File: src/rtl/task_responder_fsm.sv
// Responder side of the start/busy/done task handshake. Accepts a one-cycle
// start pulse, runs a fixed WORK_CYCLES-clock job while holding busy, then
// reports a sticky done (normal completion) or a sticky error (aborted job).
// All outputs come straight from flops.
module task_responder_fsm #(
  parameter int WORK_CYCLES = 16,
  parameter int CNT_W       = 16
) (
  input  logic             clk,
  input  logic             rst,
  input  logic             start,
  input  logic             abort,
  output logic [1:0]       state,
  output logic             busy,
  output logic             done,
  output logic             error,
  output logic [CNT_W-1:0] progress
);

  typedef enum logic [1:0] {
    ST_IDLE     = 2'b00,
    ST_RUN      = 2'b01,
    ST_COMPLETE = 2'b10,
    ST_ERROR    = 2'b11
  } state_e;

  // Parameter sanity: a zero-length job is meaningless, and the counter must
  // be able to hold WORK_CYCLES itself so progress never wraps.
  if (WORK_CYCLES < 1) begin : g_bad_work_cycles
    $error("task_responder_fsm: WORK_CYCLES must be >= 1");
  end
  if (CNT_W < 1 || CNT_W > 31 || (WORK_CYCLES >> CNT_W) != 0) begin : g_bad_cnt_w
    $error("task_responder_fsm: CNT_W too narrow for WORK_CYCLES");
  end

  localparam logic [CNT_W-1:0] JOB_LEN = CNT_W'(WORK_CYCLES);

  state_e           state_q,    state_d;
  logic             busy_q,     busy_d;
  logic             done_q,     done_d;
  logic             error_q,    error_d;
  logic [CNT_W-1:0] progress_q, progress_d;
  logic [CNT_W-1:0] progress_inc;

  assign progress_inc = progress_q + 1'b1;

  // Next-state and next-output decode for the job sequencer.
  always_comb begin
    // NOTE: every signal gets a hold default before the case so that no path
    // leaves one unassigned; otherwise synthesis infers a latch.
    state_d    = state_q;
    busy_d     = busy_q;
    done_d     = done_q;
    error_d    = error_q;
    progress_d = progress_q;

    unique case (state_q)
      ST_IDLE, ST_COMPLETE, ST_ERROR: begin
        if (start) begin
          // New job clears the previous outcome; accepted from the
          // one-cycle COMPLETE/ERROR states too so back-to-back requests
          // are never dropped.
          state_d    = ST_RUN;
          busy_d     = 1'b1;
          done_d     = 1'b0;
          error_d    = 1'b0;
          progress_d = '0;
        end else begin
          // Outcome flags and progress stay sticky while idle.
          state_d = ST_IDLE;
        end
      end
      ST_RUN: begin
        if (abort) begin
          // Abort takes priority over the final increment; progress frozen.
          state_d = ST_ERROR;
          busy_d  = 1'b0;
          error_d = 1'b1;
          done_d  = 1'b0;
        end else if (progress_inc == JOB_LEN) begin
          state_d    = ST_COMPLETE;
          busy_d     = 1'b0;
          done_d     = 1'b1;
          progress_d = progress_inc;
        end else begin
          progress_d = progress_inc;
        end
      end
      default: state_d = ST_IDLE;
    endcase
  end

  // State and output registers with synchronous active-high reset.
  always_ff @(posedge clk) begin
    // NOTE: sequential state uses non-blocking assignments so every flop
    // samples its pre-edge inputs regardless of statement order.
    if (rst) begin
      state_q    <= ST_IDLE;
      busy_q     <= 1'b0;
      done_q     <= 1'b0;
      error_q    <= 1'b0;
      progress_q <= '0;
    end else begin
      state_q    <= state_d;
      busy_q     <= busy_d;
      done_q     <= done_d;
      error_q    <= error_d;
      progress_q <= progress_d;
    end
  end

  assign state    = state_q;
  assign busy     = busy_q;
  assign done     = done_q;
  assign error    = error_q;
  assign progress = progress_q;

endmodule

File: config.mk
export PLATFORM = sky130hd
export DESIGN_NAME = task_responder_fsm
export DESIGN_NICKNAME = d
export VERILOG_FILES = /design/src/rtl/task_responder_fsm.sv
export SDC_FILE = /design/constraint.sdc
export NUM_CORES = 1
export LEC_CHECK = 0
export ABC_AREA = 1
export CAP_MARGIN = 20
export CORE_ASPECT_RATIO = 0.75
export CORE_MARGIN = 2
export CORE_UTILIZATION = 52
export CTS_CLUSTER_DIAMETER = 40
export DETAILED_ROUTE_END_ITERATION = 12
export GPL_ROUTABILITY_DRIVEN = 0
export PLACE_DENSITY = 0.89
export SLEW_MARGIN = 20
export SYNTH_ARGS = -nofsm -noshare
export SYNTH_HDL_FRONTEND = slang
export SYNTH_SLANG_ARGS = --single-unit
File: constraint.sdc
create_clock -name clk -period 1.95 [get_ports clk]
set_input_delay 0.2925 -clock clk [delete_from_list [all_inputs] [get_ports clk]]
set_output_delay 0.2925 -clock clk [all_outputs]
set_load 0.01 [all_outputs]
==> results.sh <==
export IMPL_synth_top_area_share_pct=30.5
export IMPL_ys_warnings_count=0
export IMPL_seqCellArea_um2=420
export IMPL_route_detailed_drc=0
export IMPL_finalInstanceArea_um2=1720
export IMPL_cts_tree="yes"
export IMPL_synth_cell_types=23
export IMPL_clk_path_buf_depth=2
export IMPL_synth_seq_area_share_pct=30.5
export IMPL_cts_resized=0
export IMPL_path_clk_slew_ns=0.12
export IMPL_clkSinkCount=21
export IMPL_crit_path_end_kind="register"
export IMPL_layout_nets=267
export IMPL_post_place_cells=292
export IMPL_globalRouteTotalUtil_pct=22.4
export IMPL_cts_max_level=1
export IMPL_postCtsSetupRepairBufs=0
export IMPL_synthTopCellsByArea="dfxtp_1, nand2_1, a21oi_1"
export IMPL_synth_area_per_cell_um2=5.99
export IMPL_rows=16
export IMPL_postRouteAntennaNets=0
export IMPL_syn_nets=236
export IMPL_hold_path_class="register to register"
export IMPL_area_delta_synth_final_pct=24.7
export IMPL_core_um2=2560
export IMPL_clk_latency_ns=0.32
export IMPL_ctsRootBufferMaster="clkbuf_4"
export IMPL_vias_per_cell=4.94
export IMPL_maxCapViolCount=0
export IMPL_grt_pass1_wl_mm=5.58
export IMPL_grt_max_degree=18
export IMPL_fillers=248
export IMPL_grt_overflow=0
export IMPL_p_leak_nw=0.695
export IMPL_rsz0062_at_grt="no"
export IMPL_final_common_cell="nand2_1"
export IMPL_criticalPathCategory="register to register"
export IMPL_slew_limit_headroom_pct=82.5
export IMPL_drt_initial_drc_count=81
export IMPL_cts_buffers=3
export IMPL_start_util_pct=53.8
export IMPL_period_minus_slack_ns=1.71
export IMPL_io_buffers=24
export IMPL_ir_worst_vdd_mv=0.346
export IMPL_die_w_um=63.4
export IMPL_die_area_um2=3080
export IMPL_dpl_instance_area_um2=1690
export IMPL_hold_violations=0
export IMPL_cts_hold_buf=0
export IMPL_tns_ns=0
export IMPL_fmax_ghz=0.584
export IMPL_antenna_found_initial=0
export IMPL_dp_hpwl_mm=2.41
export IMPL_wl_per_cell_um=10.8
export IMPL_drive_gt1_share_pct=11.5
export IMPL_num_vias=1463
export IMPL_worstPathArrival_ns=1.93
export IMPL_outcome="completed"
export IMPL_syn_area_um2=1380
export IMPL_routed_wl_mm=3.18
export IMPL_die_h_um=48.6
export IMPL_finalCritPeriodShare_pct=87.8
export IMPL_layout_common_cells="nand2_1, inv_1, clkdlybuf4s50_1"
export IMPL_grt_pass1_vias=1310
export IMPL_io_pins=25
export IMPL_ys_ff_latch=21
export IMPL_required_ns=2.17
export IMPL_fin_cells=296
export IMPL_yosys_area_top_type="dfxtp_1"
export IMPL_cp_max_fo=7
export IMPL_dr_pass1_iters=4
export IMPL_n_antenna_cell=0
export IMPL_powerDensity_nw_per_um2=447
export IMPL_final_max_slew_viol_count=0
export IMPL_finClkSkew_ns=0.00418
export IMPL_tightest_slew_ns=0.262
export IMPL_setup_viol=0
export IMPL_multi_input_area_um2=838
export IMPL_synth_cells=230
export IMPL_cp_start_kind="register"
==> critical path, cell delays in order, from the launching register on <==
cell and delay (ns):
dfxtp_1 0.36, ha_1 0.22, nand2_2 0.09, nor2_4 0.17, nand2_1 0.09, nand2_1 0.09, nand2_1 0.06, nor2_1 0.11
nand2_1 0.08, nor2_2 0.11, nand3_2 0.08, nand2_2 0.10, a21oi_1 0.06
==> per-layer routing <==
layer  GRT usage (%)  up-vias  share of wire (%)
li1                -      782                  -
met1            29.6      638                 49
met2            36.8       37                 44
met3            5.58        6                5.9
met4            5.07        0               0.97
met5               0        -                  0
==> cells by family (layout without fill, tap and decap cells) <==
logic type | Yosys count | in the layout | synth area share [%]
compound gates | 24 | 24 | 9.08
buf+inv | 31 | 61 | 8.63
xor+xnor | 1 | 1 | 0.636
fa+ha+maj | 2 | 2 | 1.82
flops | 21 | 21 | 30.5
simple gates | 151 | 151 | 49.3
==> Yosys cell counts <==
library cell and n:
or2_2 1, xor2_1 1, a31oi_1 1, a21oi_1 20, nand3b_1 3, buf_1 1
nand3_1 13, nor2_4 4, inv_2 2, nor2_1 16, inv_1 25, nand4_1 4
nor3_1 1, ha_1 2, nor2_2 3, dfxtp_1 21, buf_2 2, nand2_2 6
nand2_1 97, o21ai_2 1, clkbuf_1 1, o21ai_0 2, nand3_2 3
==> worst paths after layout <==
check              start        to  slack, ns  cells after the start
max          progress[1]  state[0]       0.24                     12
min                 done      done       0.46                      2
max reg2reg  progress[1]  state[0]       0.24                     12
min reg2reg         done      done       0.46                      2
==> sequential cells by signal, indices dropped and copies added, names as in the netlist <==
register,flops
error,1
progress,16
state,2
busy,1
done,1
==> stage by stage <==
step           hold slack [ns]  setup WS, ns  util (%)  power (mW)
2_1_floorplan            0.470         0.257         -       0.507
3_5_place_dp             0.444         0.249      66.0       0.554
5_1_grt                  0.511        0.0142      67.0       0.806
4_1_cts                  0.465         0.229      67.0       0.775
6_report                 0.465         0.238      67.0       0.768
3_3_place_gp             0.436         0.292      66.0       0.553
==> area by class of cell <==
type,count,share of cell area [%]
Clock buffer,3,1.31
Clock inverter,1,0.291
Inverter,27,5.90
Multi-Input combinational cell,178,48.8
Sequential cell,21,24.5
Tap cell,36,2.62
Timing Repair Buffer,30,16.6
==> power breakdown <==
group | internal [mW] | leakage [nW] | total [mW] | switching, mW
combinational | 0.0428 | 0.508 | 0.101 | 0.0586
clock | 0.0769 | 0.0177 | 0.223 | 0.146
sequential | 0.438 | 0.170 | 0.444 | 0.00580
Power figures use the tool's default switching activity.
